**src/rtl/i2c_codec_target.sv**
```systemverilog
// I2C write-only target for a codec: a 3-byte write {dev,W} {reg[6:0],d[8]} {d[7:0]} produces one 9-bit register write.
// Define I2C_TARGET_REGFILE_EN to keep the written values in an NREGS-entry register file readable via rd_addr/rd_data.
module i2c_codec_target #(
    parameter logic [6:0] DEV_ADDR = 7'h1A,
    parameter int         NREGS    = 16
) (
    input  logic       clk,
    input  logic       reset,
    input  logic       i2c_sclk,
    input  logic       i2c_sdat_in,
    output logic       i2c_sdat_oe,
    output logic       wr_valid,
    output logic [6:0] wr_addr,
    output logic [8:0] wr_data,
    output logic       busy,
    input  logic [6:0] rd_addr,
    output logic [8:0] rd_data
);
    localparam logic [2:0] IDLE     = 3'd0;
    localparam logic [2:0] ADDR     = 3'd1;
    localparam logic [2:0] ACK_ADDR = 3'd2;
    localparam logic [2:0] REG      = 3'd3;
    localparam logic [2:0] ACK_REG  = 3'd4;
    localparam logic [2:0] DATA     = 3'd5;
    localparam logic [2:0] ACK_DATA = 3'd6;
    localparam logic [2:0] IGNORE   = 3'd7;

    logic       scl_p0, scl_p1, scl_p2;
    logic       sda_p0, sda_p1, sda_p2;
    logic       scl_rise, scl_fall, start_det, stop_det;
    logic [2:0] state;
    logic [2:0] bit_cnt;
    logic [6:0] shift;
    logic [7:0] rx_byte;
    logic       byte_done;
    logic       addr_match;
    logic       oe_q;
    logic [6:0] reg_addr;
    logic       data_msb;
    logic       vld_p0;
    logic [6:0] addr_p0;
    logic [8:0] data_p0;
    logic       wr_commit;

    // Stage p0/p1: two-flop synchronizers; p2 keeps the previous synchronized sample for edge detection
    always_ff @(posedge clk) begin
        if (reset) begin
            {scl_p0, scl_p1, scl_p2} <= 3'b111;
            {sda_p0, sda_p1, sda_p2} <= 3'b111;
        end else begin
            scl_p0 <= i2c_sclk;
            scl_p1 <= scl_p0;
            scl_p2 <= scl_p1;
            sda_p0 <= i2c_sdat_in;
            sda_p1 <= sda_p0;
            sda_p2 <= sda_p1;
        end
    end

    assign scl_rise   = scl_p1 & ~scl_p2;
    assign scl_fall   = ~scl_p1 & scl_p2;
    assign start_det  = scl_p1 & scl_p2 & sda_p2 & ~sda_p1;
    assign stop_det   = scl_p1 & scl_p2 & ~sda_p2 & sda_p1;
    assign rx_byte    = {shift, sda_p1};
    assign byte_done  = scl_rise && (bit_cnt == 3'd7);
    assign addr_match = (rx_byte[7:1] == DEV_ADDR) && !rx_byte[0];

    always_ff @(posedge clk) begin
        if (reset) begin
            state   <= IDLE;
            bit_cnt <= 3'd0;
            oe_q    <= 1'b0;
            busy    <= 1'b0;
            vld_p0  <= 1'b0;
        end else begin
            vld_p0 <= 1'b0;
            if (start_det) begin
                state   <= ADDR;
                bit_cnt <= 3'd0;
                oe_q    <= 1'b0;
                busy    <= 1'b0;
            end else if (stop_det) begin
                state <= IDLE;
                oe_q  <= 1'b0;
                busy  <= 1'b0;
            end else begin
                case (state)
                    ADDR, REG, DATA: begin
                        if (scl_rise) begin
                            bit_cnt <= bit_cnt + 3'd1;
                            if (bit_cnt == 3'd7) begin
                                if (state == ADDR) begin
                                    if (addr_match) begin
                                        state <= ACK_ADDR;
                                        busy  <= 1'b1;
                                    end else begin
                                        state <= IGNORE;
                                    end
                                end else if (state == REG) begin
                                    state <= ACK_REG;
                                end else begin
                                    state  <= ACK_DATA;
                                    vld_p0 <= 1'b1;
                                end
                            end
                        end
                    end
                    // First SCL fall after bit 8 pulls SDA low; the next fall releases it and moves on
                    ACK_ADDR, ACK_REG, ACK_DATA: begin
                        if (scl_fall) begin
                            oe_q <= ~oe_q;
                            if (oe_q) begin
                                state <= (state == ACK_ADDR) ? REG :
                                         (state == ACK_REG)  ? DATA : IGNORE;
                            end
                        end
                    end
                    default: ;
                endcase
            end
        end
    end

    always_ff @(posedge clk) begin
        if (scl_rise) shift <= {shift[5:0], sda_p1};
        if (state == REG && byte_done) begin
            reg_addr <= rx_byte[7:1];
            data_msb <= rx_byte[0];
        end
        if (state == DATA && byte_done) begin
            addr_p0 <= reg_addr;
            data_p0 <= {data_msb, rx_byte};
        end
    end

    // Stage p1: publish the completed write; a START/STOP arriving in the gap cancels it
    assign wr_commit = vld_p0 & ~start_det & ~stop_det;

    always_ff @(posedge clk) begin
        if (reset) begin
            wr_valid <= 1'b0;
            wr_addr  <= 7'd0;
            wr_data  <= 9'd0;
        end else begin
            wr_valid <= wr_commit;
            if (wr_commit) begin
                wr_addr <= addr_p0;
                wr_data <= data_p0;
            end
        end
    end

    // Gated with reset so SDA is released in the very cycle reset is applied
    assign i2c_sdat_oe = oe_q & ~reset;

`ifdef I2C_TARGET_REGFILE_EN
    localparam int         AW        = (NREGS > 1) ? $clog2(NREGS) : 1;
    localparam logic [7:0] NREGS_LIM = 8'(NREGS);

    logic [8:0] regs [2**AW];

    always_ff @(posedge clk) begin
        if (reset) begin
            for (int i = 0; i < 2**AW; i++) regs[i] <= 9'd0;
            rd_data <= 9'd0;
        end else begin
            if (wr_commit && ({1'b0, addr_p0} < NREGS_LIM)) regs[addr_p0[AW-1:0]] <= data_p0;
            rd_data <= ({1'b0, rd_addr} < NREGS_LIM) ? regs[rd_addr[AW-1:0]] : 9'd0;
        end
    end
`else
    localparam int unused_nregs = NREGS;
    logic unused_rd_addr;

    assign unused_rd_addr = ^rd_addr;
    assign rd_data        = 9'd0;
`endif

endmodule
```
**config.mk**
```make
export PLATFORM = sky130hd
export DESIGN_NAME = i2c_codec_target
export DESIGN_NICKNAME = d
export VERILOG_FILES = /design/src/rtl/i2c_codec_target.sv
export SDC_FILE = /design/constraint.sdc
export NUM_CORES = 1
export LEC_CHECK = 0
export BUFFER_PORTS_ARGS = -buffer_cell sky130_fd_sc_hd__buf_4
export CAP_MARGIN = 20
export CELL_PAD_IN_SITES_DETAIL_PLACEMENT = 0
export CELL_PAD_IN_SITES_GLOBAL_PLACEMENT = 1
export CORE_AREA = 2 2 98 71
export DETAILED_ROUTE_END_ITERATION = 8
export DIE_AREA = 0 0 100 73
export PLACE_DENSITY = 0.66
export SETUP_SLACK_MARGIN = 0.5
export SYNTH_ARGS = -nofsm -noshare
export SYNTH_HDL_FRONTEND = slang
export SYNTH_SLANG_ARGS = --single-unit
```
**constraint.sdc**
```tcl
create_clock -name clk -period 4.3 [get_ports clk]
set_input_delay 0.645 -clock clk [delete_from_list [all_inputs] [get_ports clk]]
set_output_delay 0.645 -clock clk [all_outputs]
set_load 0.03 [all_outputs]
```
== Yosys cells after proc, flatten, opt, wreduce, memory -nomap -nowiden ==
Index checks and enable logic that the tools add are counted.

* Flip-flop bits (word level): 63
* Input bits: 11
* Logic and storage cells: 88

* Add/subtract/negate cells: 1
* Equal/unequal tests: 16
* Multiplexer cells: 13
* Bitwise gates (word level): 21
* Reduce and logical (&&, ||, !) cells: 17

{| class="wikitable"
|+ Operators by type and width
! operator !! count
|-
| 3-bit 2-to-1 mux || 7
|-
| 4-bit != test, second input constant || 4
|-
| 5-bit AND reduction || 3
|-
| 3-bit == test, second input constant || 4
|-
| 1-bit inverter || 11
|-
| 1-bit bitwise AND || 10
|-
| 3-bit OR reduction || 3
|-
| 2-bit != test, second input constant || 4
|-
| 7-bit by 5-bit == test with 1-bit output, second input constant || 1
|-
| 7-bit OR reduction || 1
|-
| 3-bit by 2-bit == test with 1-bit output, second input constant || 2
|-
| 3-bit one-hot mux with 2 select lines || 1
|-
| 1-bit logical AND || 4
|-
| 2-bit 2-to-1 mux || 2
|-
| 4-bit nonzero test || 1
|-
| 3-bit by 1-bit adder with 3-bit output, second input constant || 1
|-
| 3-bit by 1-bit == test with 1-bit output, second input constant || 1
|-
| 1-bit 2-to-1 mux || 3
|-
| 3-bit AND reduction || 1
|-
| 2-bit AND reduction || 1
|-
| 2-bit nonzero test || 1
|-
| 2-bit OR reduction || 1
|-
| 1-bit logical NOT || 1
|}

== Longest topological paths before layout ==
* Word-level depth: 9
* Depth in mapped cells: 6
* Gate-level depth less buffers: 6

== Worst setup path before layout ==
No wires, ideal clock.

* Kind: reg-to-reg
* Start: reg bit_cnt[0]
* End: reg addr_p0[0], enable pin
* Arrival time: 1.595 ns
* Slack: 2.317 ns
* Stages on the path, launching flop included: 6
* Path buffers: 0
* Period minus slack after synthesis: 1.983 ns
* Cells stage by stage: dfxtp_1 > ha_1 > ha_1 > and3b_1 > nand2_1 > nor2_1

* Longest elaborated chain between the ends: 3

{| class="wikitable"
|+ Ends and longest elaborated chain
! what !! RTL line !! RTL
|-
| from (decl) || 32 || <nowiki>logic [2:0] bit_cnt;</nowiki>
|-
| from (signal assigned) || 90 || <nowiki>bit_cnt <= bit_cnt + 3'd1;</nowiki>
|-
| 3-bit == test || 65 || <nowiki>assign byte_done = scl_rise && (bit_cnt == 3'd7);</nowiki>
|-
| 1-bit logical AND || 65 ||
|-
| 1-bit logical AND || 130 || <nowiki>if (state == DATA && byte_done) begin</nowiki>
|-
| to (signal assigned) || 131 || <nowiki>addr_p0 <= reg_addr;</nowiki>
|-
| to (decl) || 41 || <nowiki>logic [6:0] addr_p0;</nowiki>
|}

No other way between the ends.
A chain may end at the register's enable or synchronous reset.

== Worst setup path in the final report ==
* Start: reg bit_cnt[0]
* End: reg data_p0[3], enable pin

* Longest elaborated chain between the ends: 3

{| class="wikitable"
|+ Ends and longest elaborated chain
! what !! RTL line !! RTL
|-
| 3-bit == test || 65 ||
|-
| 1-bit logical AND || 65 ||
|-
| 1-bit logical AND || 130 ||
|-
| to (signal assigned) || 132 || <nowiki>data_p0 <= {data_msb, rx_byte};</nowiki>
|-
| to (decl) || 42 || <nowiki>logic [8:0] data_p0;</nowiki>
|}

No other way between the ends.

==> impl_results.md <==
- Status: finished, final reports clean
- Crit path time final: 1.979 ns
- Met1 Use GR: 13.29%
- Measured slew at the worst slew-check pin: 0.7925 ns
- Synth cell types: 39
- Area leader, netlist: edfxtp_1
- DP Wirelength: 2.250 mm
- First-pass GRT wire length: 5.878 mm
- WP data arrival: 2.01 ns
- Maxcap violations: 0
- Simple-gate share of the synthesized area: 12.74%
- Post-CTS sizing: 0
- CTS Buf Count: 9
- # diodes: 0
- Initial antenna violation count: 0
- Max-slew headroom: 47.06%
- CP Class: reg -> reg
- Root buffer cell: clkbuf_8
- Syn Std Cell Area: 2298 µm²
- Startpoint Class: flip-flop
- I/O Buffers: 22
- Die width: 100 µm
- Async SR Flop Fraction: 0%
- # fillers: 619
- Number of synthesized flops with an enable pin: 31
- Clk slew on worst S/H paths: 0.07 ns
- Main combinational cell family by area after synthesis: simple AND/OR/NAND/NOR gates
- FMAX: 505.2 MHz
- Final std cells w/o fill: 287
- PwrDens: 447.2 nW/µm²
- Vias per cell: 4.415
- CP Capture Type: flip-flop
- Drt wl/cell: 12.15 µm
- Post-synthesis register bit count: 63
- Met2 track demand over resource: 16.29%
- Clock sink total: 63
- Synth area leaders: edfxtp_1 (41%), dfxtp_1 (28%), mux2i_1 (7.0%), nor2_1 (4.1%), buf_4 (2.9%)
- Final setup violating endpoints: 0
- GR peak layer: met2
- Htree depth: 3
- Core area: 6506 µm²
- Global Route Usage Sum: 11.11%
- Ports: 39
- Final nets: 214
- WL final: 3.487 mm
- Vias in the first global route: 1,181
- Std cell rows: 25
- Leak: 1.120 nW
- Synth Area in Compound Gates: 4.682%
- Fin crit share: 46.03%
- Clk_lat worst skew: 0.34 ns
- VDD IR-drop max: 0.0001765 V
- Fin. Hold Viols: 0
- Worst hold-check path type: reg -> reg
- Area growth, synth to finish: 18.51%
- Hold-fix buffers, CTS: 0
- Adder-cell share of the synthesized area: 1.089%
- Worst path required time: 4.33 ns
- Die H: 73 µm
- DR vias: 1,267
- Mux share of post-synthesis cell area: 6.968%
- Fin Clk Skew: 0.005599 ns
- Worst reg-to-reg setup slack: 2.32 ns
- Critical-path top delay cell: nor2_1
- RSZ-0062 raised after global routing: no
- CTS tree: built
- Commonest non-fill, non-tap cell in the layout: dfxtp_1
- Congestion Overflow GR: 0
- CP most frequent cell: ha_1
- CTS Buffer Depth: 2
- Max incr delay on CP: 0.37 ns
- Share of layout cells above drive strength 1: 23.30%
- Avg Cell Area, Syn: 13.29 µm²
- Final slew viol count: 0
- Post-route setup TNS: 0 ns
- Largest net degree at the start of global routing: 27
- Post-Synth XOR/XNOR Area: 1.143%
- Ys Warns: 0
- RD Place Congestion: 0.7659
- Post-CTS Setup Bufs: 0
- Dpl cells: 271
- Met3 usage: 5.556%
- CP bufs+invs: 1
- CP delay by family, top: simple AND/OR/NAND/NOR gates
- Sequential share of the synthesized area: 68.37%
- Most used DFF post-synth: dfxtp_1
- Initial Util: 35.33%
- Pre-Repair DR Iteration Count: 4
- Antenna viol nets, final: 0
- Max FO, Critical Path: 13
- Drc violations: 0
- Drt initial violations: 32
- Commonest non-fill, non-tap cells in the layout: dfxtp_1 (32), edfxtp_1 (31), nor2_1 (25)
- Yosys top cell area share: 40.50%
- Crit path cell chain: ha_1 > ha_1 > and3b_1 > nand2_1 > nor2_1 > buf_4
- Cells after synthesis: 173
- Die area: 7300 µm²
## logic make-up (layout without fill, tap and decap cells)
group | count (synthesis) | after routing
adders and majority gates | 2 | 2
and+or+nand+nor | 58 | 58
xor gates and xnor gates | 3 | 3
AOI/OAI and AO/OA | 13 | 13
buffers and inverters | 17 | 42
muxes | 16 | 16
other | 1 | 9
DFF | 63 | 63
## final timing paths
| kind | from | endpoint | cells past startpoint |
|---|---|---|---|
| worst max-delay path | bit_cnt[0] | data_p0[3] | 6 |
| worst min register to register | sda_p0 | sda_p1 | 1 |
| worst min-delay path | sda_p0 | sda_p1 | 1 |
| worst max register to register | bit_cnt[0] | data_p0[3] | 6 |
## stage by stage
step	power (mW)	setup slack, ns	utilization, %	area, µm²	hold WS (ns)
after floorplan	0.6766	2.317	-	2328	0.3895
after global routing	1.269	2.163	41.87	2724	0.4160
after CTS	1.241	2.299	41.87	2724	0.4099
after global placement	0.6773	2.340	38.46	2502	0.3967
after detailed placement	0.6771	2.319	38.46	2502	0.3956
final	1.218	2.321	41.87	2724	0.4106
## state kept, by name, summed over array words and instances, names as in the netlist
signal and flops:
addr_p0 7, bit_cnt 3, busy 1, data_msb 1
data_p0 9, oe_q 1, reg_addr 7, scl_p0 1
scl_p1 1, scl_p2 1, sda_p0 1, sda_p1 1
sda_p2 1, shift 7, state 3, vld_p0 1
wr_addr 7, wr_data 9, wr_valid 1
## Yosys cell counts (all sizes together), types with 2 or more instances
cell     n
dfxtp   32
edfxtp  31
nor2    25
mux2i   16
buf     12
nand2    8
or2      7
a21oi    3
inv      3
nor2b    3
clkbuf   2
ha       2
nand3    2
nand3b   2
nand4b   2
nor3     2
xnor2    2
## per-layer routing
metal / part of all wire, % / wire (µm)
met5: 0 / 0
met4: 2.4 / 84
met3: 5.6 / 194
met2: 42 / 1469
met1: 50 / 1739
## power by group
group / leakage [nW] / total, mW / internal [mW] / switching, mW
combinational: 0.478 / 0.0303 / 0.00804 / 0.0223
clock: 0.105 / 0.555 / 0.327 / 0.228
sequential: 0.537 / 0.633 / 0.629 / 0.00419
total: 1.12 / 1.22 / 0.963 / 0.255
## area by class of cell
cell class / count / area [µm²] / share of cell area (%)
clock buffers: 9 / 123.9 / 4.548
clock inverters: 7 / 97.59 / 3.583
inverters: 3 / 11.26 / 0.4134
multi-input cells: 101 / 645.6 / 23.70
flip-flops and latches: 63 / 1572 / 57.69
well taps: 81 / 101.3 / 3.721
repair buffers: 23 / 172.7 / 6.339
No activity file was read; power rests on OpenSTA's default activity.
